[config.mk]
export PLATFORM = sky130hd
export DESIGN_NAME = mio_bus_responder
export DESIGN_NICKNAME = d
export VERILOG_FILES = /design/src/rtl/mio_pkg.sv /design/src/rtl/mio_counter.sv /design/src/rtl/mio_bus_responder.sv
export SDC_FILE = /design/constraint.sdc
export NUM_CORES = 1
export LEC_CHECK = 0
export CELL_PAD_IN_SITES_DETAIL_PLACEMENT = 0
export CELL_PAD_IN_SITES_GLOBAL_PLACEMENT = 1
export CORE_MARGIN = 4
export CORE_UTILIZATION = 32
export CTS_CLUSTER_DIAMETER = 60
export DETAILED_ROUTE_END_ITERATION = 8
export PLACE_DENSITY_LB_ADDON = 0.1
export REMOVE_ABC_BUFFERS = 1
export SKIP_CTS_REPAIR_TIMING = 1
export SKIP_LAST_GASP = 1
export SLEW_MARGIN = 30
export SYNTH_ARGS = -nofsm -noshare
export SYNTH_HDL_FRONTEND = slang
export SYNTH_SLANG_ARGS = --single-unit
[constraint.sdc]
create_clock -name clk -period 2.22 [get_ports clk]
set_clock_uncertainty 0.15 [all_clocks]
set_input_delay 0.222 -clock clk [delete_from_list [all_inputs] [get_ports clk]]
set_output_delay 0.222 -clock clk [all_outputs]
set_load 0.005 [all_outputs]
[src/rtl/mio_pkg.sv]
// Shared definitions for the MIO bus responder: address regions, FSM states
// and the bus-request qualifier.
package mio_pkg;

  localparam logic [3:0] REG_RAM  = 4'h0;
  localparam logic [3:0] REG_GPIO = 4'hE;
  localparam logic [3:0] REG_CNT  = 4'hF;

  typedef enum logic [1:0] {
    S_IDLE = 2'd0,
    S_WAIT = 2'd1,
    S_ACK  = 2'd2
  } state_e;

  function automatic logic is_req(input logic mio, input logic rd, input logic wr);
    return mio & (rd | wr);
  endfunction

endpackage

[src/rtl/mio_counter.sv]
// Free-running 32-bit counter; a synchronous load takes priority over the increment.
module mio_counter (
  input  logic        clk,
  input  logic        reset,
  input  logic        ld,
  input  logic [31:0] d,
  output logic [31:0] q
);

  always_ff @(posedge clk) begin
    if (reset) begin
      q <= 32'd0;
    end else if (ld) begin
      q <= d;
    end else begin
      q <= q + 32'd1;
    end
  end

endmodule

[src/rtl/mio_bus_responder.sv]
// Memory/IO side of the CPU MemRead/MemWrite/CPU_MIO/MIO_ready bus: decodes
// RAM, GPIO and counter regions, inserts RAM wait states, pulses MIO_ready once.
module mio_bus_responder
  import mio_pkg::*;
#(
  parameter int RAM_AW   = 10,
  parameter int RAM_WAIT = 2,
  parameter int GPIO_W   = 16
) (
  input  logic              clk,
  input  logic              reset,
  input  logic              MemRead,
  input  logic              MemWrite,
  input  logic              CPU_MIO,
  input  logic [31:0]       addr_bus,
  input  logic [31:0]       Data_out,
  output logic [31:0]       Data_in,
  output logic              MIO_ready,
  output logic [RAM_AW-1:0] ram_addr,
  output logic [31:0]       ram_din,
  output logic              ram_we,
  input  logic [31:0]       ram_dout,
  output logic [GPIO_W-1:0] led_out,
  input  logic [GPIO_W-1:0] sw_in
);

  state_e      r_state;
  state_e      w_state_nxt;
  logic [3:0]  r_wcnt;
  logic [3:0]  w_wcnt_nxt;
  logic [3:0]  r_region;
  logic        r_wr;
  logic        w_req;
  logic        w_idle_req;
  logic        w_is_wr;
  logic [3:0]  w_region;
  logic [31:0] w_io_rdata;
  logic [31:0] w_cnt_q;
  logic        w_cnt_ld;
  logic        w_unused_addr;

  // Both MemRead and MemWrite high counts as a write.
  assign w_req         = is_req(CPU_MIO, MemRead, MemWrite);
  assign w_idle_req    = (r_state == S_IDLE) && w_req;
  assign w_region      = addr_bus[31:28];
  assign w_is_wr       = MemWrite;
  assign w_cnt_ld      = w_idle_req && w_is_wr && (w_region == REG_CNT);
  assign w_unused_addr = ^{addr_bus[27:RAM_AW+2], addr_bus[1:0]};

  mio_counter u_counter (
    .clk   (clk),
    .reset (reset),
    .ld    (w_cnt_ld),
    .d     (Data_out),
    .q     (w_cnt_q)
  );

  always_comb begin
    w_io_rdata = 32'd0;
    case (w_region)
      REG_GPIO: w_io_rdata = 32'(sw_in);
      REG_CNT:  w_io_rdata = w_cnt_q;
      default:  w_io_rdata = 32'd0;
    endcase
  end

  always_ff @(posedge clk) begin
    if (reset) begin
      r_state <= S_IDLE;
      r_wcnt  <= 4'd0;
    end else begin
      r_state <= w_state_nxt;
      r_wcnt  <= w_wcnt_nxt;
    end
  end

  always_comb begin
    w_state_nxt = r_state;
    w_wcnt_nxt  = r_wcnt;
    case (r_state)
      S_IDLE: begin
        if (w_req) begin
          if (w_region == REG_RAM) begin
            w_state_nxt = S_WAIT;
            w_wcnt_nxt  = 4'(RAM_WAIT - 1);
          end else begin
            w_state_nxt = S_ACK;
          end
        end
      end
      S_WAIT: begin
        if (r_wcnt == 4'd0) begin
          w_state_nxt = S_ACK;
        end else begin
          w_wcnt_nxt = r_wcnt - 4'd1;
        end
      end
      S_ACK:   w_state_nxt = S_IDLE;
      default: w_state_nxt = S_IDLE;
    endcase
  end

  // ram_we is raised only on entry to WAIT, so it lives for the first WAIT cycle alone.
  always_ff @(posedge clk) begin
    if (reset) begin
      MIO_ready <= 1'b0;
      ram_we    <= 1'b0;
      Data_in   <= 32'd0;
      led_out   <= '0;
      ram_addr  <= '0;
      ram_din   <= 32'd0;
      r_region  <= REG_RAM;
      r_wr      <= 1'b0;
    end else begin
      MIO_ready <= (w_state_nxt == S_ACK);
      ram_we    <= w_idle_req && w_is_wr && (w_region == REG_RAM);
      if (w_idle_req) begin
        r_region <= w_region;
        r_wr     <= w_is_wr;
        ram_addr <= addr_bus[RAM_AW+1:2];
        ram_din  <= Data_out;
        if (w_region != REG_RAM) begin
          if (!w_is_wr) begin
            Data_in <= w_io_rdata;
          end else if (w_region == REG_GPIO) begin
            led_out <= Data_out[GPIO_W-1:0];
          end
        end
      end else if ((r_state == S_WAIT) && (r_wcnt == 4'd0) && !r_wr && (r_region == REG_RAM)) begin
        Data_in <= ram_dout;
      end
    end
  end

endmodule

## Word-level counts from Yosys, hierarchy flattened

Cells that the tools add are included.

| word-level totals | value |
|---|---|
| output and inout bits | 92 |
| flip-flop bits (word level) | 135 |

| cells by class | value |
|---|---|
| equality and inequality tests | 9 |
| multiplexer cells | 14 |
| reduce and logical (&&, ||, !) cells | 18 |
| $add $sub $neg | 2 |
| bitwise operators | 2 |

Operator list:

| kind | count |
|---|---|
| $mux W32 | 5 |
| $pmux W32 S2 | 1 |
| $add A32 B1 Y32 const B | 1 |
| $logic_not A4 Y1 | 3 |
| $mux W4 | 3 |
| $eq A4 B4 Y1 const B | 2 |
| $pmux W4 S2 | 1 |
| $reduce_and A4 Y1 | 2 |
| $logic_and A1 B1 Y1 | 7 |
| $mux W2 | 3 |
| $ne A2 B2 Y1 const B | 3 |
| $ne A2 B1 Y1 const B | 2 |
| $pmux W2 S2 | 1 |
| $reduce_bool A2 Y1 | 2 |
| $reduce_bool A4 Y1 | 1 |
| $sub A4 B1 Y4 const B | 1 |
| $reduce_and A3 Y1 | 1 |
| $eq A2 B1 Y1 const B | 1 |
| $eq A2 B2 Y1 const B | 1 |
| $logic_not A2 Y1 | 1 |
| $and A1 B1 Y1 | 1 |
| $logic_not A1 Y1 | 1 |
| $or A1 B1 Y1 | 1 |

## Longest topological paths before layout

| depth | value |
|---|---|
| depth after elaboration | 6 |
| depth in mapped cells | 8 |
| gate-level depth less buffers | 7 |

## By module

Synthesis repeated with hierarchy kept, for this count alone.

| unflattened totals | value |
|---|---|
| cell total of the unflattened synthesis | 770 |
| area, all modules | 6354.8 um^2 |

Modules (own cells, without submodules):

| module | area an instance (um^2) | instances | cells each | sequential area each (um^2) |
|---|---|---|---|---|
| mio_bus_responder | 4504.3 | 1 | 543 | 2062.0 |
| mio_counter | 1850.5 | 1 | 227 | 640.6 |

## Least setup slack after synthesis

No wires, ideal clock.

| timing | value |
|---|---|
| kind | register to register |
| start point | register r_wcnt[0] |
| end point | register Data_in[6] |
| setup slack | 260 ps |
| clock period less this slack | 1960 ps |
| arrival | 1670 ps |
| buffers on the path | 1 |
| setup time | 140 ps |
| stages on the path, launching flop included | 8 |
| data required time | 1930 ps |
| path through | dfxtp_1 -> inv_1 -> ha_1 -> nor3b_2 -> nand3_1 -> a221oi_4 -> buf_2 -> a211oi_1 |

| on the way | value |
|---|---|
| word-level cells in the longest chain between the ends | 6 |

Ends and longest elaborated chain:

| element | RTL line | text |
|---|---|---|
| start, declared | mio_bus_responder.sv:29 | `logic [3:0] r_wcnt;` |
| start signal, assigned | mio_bus_responder.sv:73 | `r_wcnt <= w_wcnt_nxt;` |
| $logic_not A4 Y1 | mio_bus_responder.sv:129 | `end else if ((r_state == S_WAIT) && (r_wcnt == 4'd0) && !r_wr && (r_region == REG_RAM)) begin` |
| $logic_and A1 B1 Y1 (3 in series) | mio_bus_responder.sv:129 |  |
| $reduce_bool A2 Y1 (no line) | - |  |
| $reduce_and A3 Y1 (no line) | - |  |
| end signal, assigned | mio_bus_responder.sv:124 | `Data_in <= w_io_rdata;` |
| end signal, assigned | mio_bus_responder.sv:130 | `Data_in <= ram_dout;` |
| end, declared | mio_bus_responder.sv:17 | `output logic [31:0] Data_in,` |

Every way passes these cells.
A chain may end at the register's enable or synchronous reset.

## Worst setup path in the final report

| timing | value |
|---|---|
| start point | input addr_bus[31] |
| end point | register Data_in[19] |

| on the way | value |
|---|---|
| word-level cells in the longest chain between the ends | 5 |

Ends and longest elaborated chain:

| element | RTL line | text |
|---|---|---|
| start, declared | mio_bus_responder.sv:15 | `input logic [31:0] addr_bus,` |
| $eq A4 B4 Y1 | mio_bus_responder.sv:60 | `case (w_region)` |
| $pmux W32 S2 | mio_bus_responder.sv:60 |  |
| $mux W32 | mio_bus_responder.sv:123 | `if (!w_is_wr) begin` |
| $mux W32 | mio_bus_responder.sv:122 | `if (w_region != REG_RAM) begin` |
| $mux W32 | mio_bus_responder.sv:117 | `if (w_idle_req) begin` |

Parallel ways exist; a longest one is shown, timed or not. The select of a mux whose other input is x is not followed.

==> impl_metrics.py <==
metrics = {
    "setup_path": {
        "r2r_end": "r_wcnt[3]",
        "worst-path-stages": 8,
        "cp-start-kind": "input port",
        "crit_family": "buffers and inverters",
        "worstPathCellList": "clkdlybuf4s50_1, or4_1, o211ai_1, a221oi_4, buf_4, buf_4, clkbuf_16, a311oi_1",
        "crit_type": "in2reg",
        "crit_path_frequent_cell": "buf_4",
        "cpMaxStageDelayCell": "or4_1",
        "crit_buf_inv": 4,
        "end_kind": "flop",
        "cp.arrival_ns": 2.27,
        "worstPathRequired_ns": 2.39,
        "rr_worst_depth": 8,
        "crit_path_max_incr_delay_ns": 0.57,
        "crit_fanout": 18,
        "r2r_setup_slack_ns": 0.14,
        "regToRegStartpoint": "r_wcnt[0]",
    },
    "synthesis": {
        "synth_area_leaders": "dfxtp_1, nand2_1, a21oi_1",
        "synth_cell_types": 36,
        "dominantRegCellSynth": "dfxtp_1",
        "synth_common_cells": "nand2_1, dfxtp_1, a21oi_1",
        "syn_inst": 715,
        "synth_edf_count": 0,
        "synth_seq_cells": 135,
        "syn_area_mm2": 0.00583,
        "async_flop_share": 0,
        "synth_top_cell_by_area": "dfxtp_1",
        "ys_seq_area_frac": 0.463,
        "yosys_warnings": 0,
        "synth.most_common_cell": "nand2_1",
        "synth_area_per_cell_um2": 8.16,
        "synth_top_area_frac": 0.463,
    },
    "global_route": {
        "grt_pass1_vias": 5454,
        "grtUsageMet2": 0.286,
        "grt_max_degree": 68,
        "grt.met1_usage": 0.224,
        "use_met3": 0.0623,
        "overflow": 0,
        "antenna_found_initial": 0,
        "grt_use_total": 0.176,
        "grt_pass1_wl_um": 28700,
        "grt-busiest-layer": "met2",
    },
    "worst_hold_path": {
        "min_from": "addr_bus[7]",
        "hold_path_depth": 3,
        "hold_class": "in2reg",
        "worstHoldEndpoint": "ram_addr[5]",
    },
    "run_status": {
        "status": "completed",
    },
    "pwr": {
        "clock_power_share": 0.443,
        "powerDensity_mw_per_mm2": 719,
        "swShare": 0.252,
        "p_total_mw": 6.36,
        "internal_power_mw": 4.76,
        "power.switching_mw": 1.60,
        "pwr-share-comb": 0.145,
        "p_leak_nw": 3.15,
        "seqPwrFrac": 0.412,
        "irDropWorstVdd_mv": 0.505,
    },
    "sta": {
        "slew_viol_final": 0,
        "finalSetupTns_ns": 0,
        "min_period_ns": 2.10,
        "setup_viol": 0,
        "period_share": 0.944,
        "finalHoldViolations": 0,
        "timing.fmax_mhz": 477,
        "tightestPinTransition_ns": 0.827,
        "rsz0062_at_grt": "no",
        "slew_headroom": 0.449,
        "final.setup.worst_slack_ns": 0.124,
    },
    "run": {
        "cap_violations": 0,
    },
    "floorplanning": {
        "die_area_mm2": 0.0205,
        "num_rows": 49,
        "coreArea_mm2": 0.0180,
        "start_util": 0.325,
        "io_pins": 209,
        "die_w_um": 143,
        "die_y_um": 143,
    },
    "detailed_routing": {
        "via_per_inst": 4.90,
        "num_vias": 5648,
        "remaining_drc_errors": 0,
        "final_antenna_net_count": 0,
        "drt_iter0_markers": 335,
        "drt-pass1-iter-count": 4,
        "wirelength_um": 18500,
        "wl_per_cell_um": 16.1,
    },
    "cts": {
        "htreeDepth": 4,
        "cts.sinks": 135,
        "root_buffer": "clkbuf_16",
        "clock_path_buffers": 2,
        "numCtsBuffers": 17,
        "cts_tree": "yes",
        "clk_latency_ns": 0.42,
        "clkTransAtPathRegs_ns": 0.06,
    },
    "cells_and_area": {
        "nets": 1030,
        "insertedDiodeCount": 0,
        "drive_above_1_share": 0.0953,
        "syn_to_final_growth_pct": 51.7,
    },
    "place": {
        "pre_cts_slack_ns": -0.315,
        "port-buffer-count": 190,
        "dpl.hpwl_um": 13000,
        "place_congestion": 0.742,
    },
}
[sequential cells by signal, summed over array words and instances (netlist names), 2 cells and up]
signal	flops
Data_in	32
led_out	16
r_region	4
r_state	2
r_wcnt	4
ram_addr	10
ram_din	32
u_counter.q	32
[logic make-up (layout without fill, tap and decap cells)]
| family | count (synthesis) | count (layout) | share of synthesized area |
|---|---|---|---|
| and+or+nand+nor | 320 | 320 | 0.239 |
| DFF | 135 | 135 | 0.463 |
| adders and majority gates | 3 | 3 | 0.00643 |
| buffers and inverters | 58 | 265 | 0.0422 |
| xor gates and xnor gates | 32 | 32 | 0.0480 |
| muxes | 17 | 17 | 0.0292 |
| AOI/OAI and AO/OA | 150 | 151 | 0.172 |
[worst max-delay path by stage]
stage	start	to	slack, ns
3_3_place_gp	MemWrite	Data_in[31]	-0.22
3_5_place_dp	MemWrite	Data_in[28]	-0.31
2_1_floorplan	MemWrite	r_wcnt[0]	-2.15
5_1_grt	r_wcnt[0]	Data_in[22]	0.004
4_1_cts	r_wcnt[0]	Data_in[9]	0.05
6_report	addr_bus[31]	Data_in[19]	0.12
[layout by cell type, fill, tap and decap left out, types with 2 or more instances in the layout]
cell type	instances
clkdlybuf4s50_1	189
nand2_1	155
dfxtp_1	135
a21oi_1	79
nor2_1	75
a211oi_1	43
xor2_1	29
buf_4	29
nand3_1	26
nor3_1	22
clkbuf_16	18
nand4_1	17
mux2i_1	17
a311oi_1	16
buf_12	9
a211oi_2	7
and3_1	5
and2_1	4
clkinv_4	4
inv_1	3
and4_1	3
xnor2_1	3
ha_1	3
inv_6	3
nor3b_4	2
or4_1	2
nor2b_1	2
clkinvlp_4	2
clkinv_2	2
bufinv_16	2
[worst min-delay path, delay by kind of cell]
family	cells	cell delay (ns)
buf+inv	1	0.40
simple gates	1	0.06
compound gates	1	0.05
[stage by stage]
stage / cells / area (um^2) / hold WS (ns) / util
5_1_grt: 1152 / 8850 / 0.190 / 0.493
4_1_cts: 1147 / 8780 / -0.0495 / 0.489
6_report: 1152 / 8850 / 0.201 / 0.493
3_3_place_gp: 1115 / 8190 / 0.290 / 0.456
3_5_place_dp: 1115 / 8190 / 0.294 / 0.456
2_1_floorplan: 660 / 5600 / 0.137 / -
[per-layer routing]
layer / share of wire / vias up / wire (um)
li1: - / 2878 / -
met1: 0.45 / 2634 / 8260
met2: 0.48 / 125 / 8820
met3: 0.070 / 11 / 1300
met4: 0.0083 / 0 / 154
met5: 0 / - / 0
[power groups by stage]
stage / registers, mW / logic (mW) / clock network, mW
6_report: 2.62 / 0.923 / 2.82
5_1_grt: 2.64 / 1.01 / 3.02
4_1_cts: 2.62 / 0.906 / 2.89
3_5_place_dp: 2.68 / 0.902 / 0
3_3_place_gp: 2.67 / 0.893 / 0
2_1_floorplan: 2.67 / 0.297 / 0
[final cells by class]
class	instances	area, um^2
tap	229	287
clock inverter	13	146
clock buffer	19	443
timing repair buffer	230	2340
inverter	3	11.3
multi-input combinational	523	2930
fill	1733	9110
sequential	135	2700
Note: power is estimated with default switching activity, not from simulation.
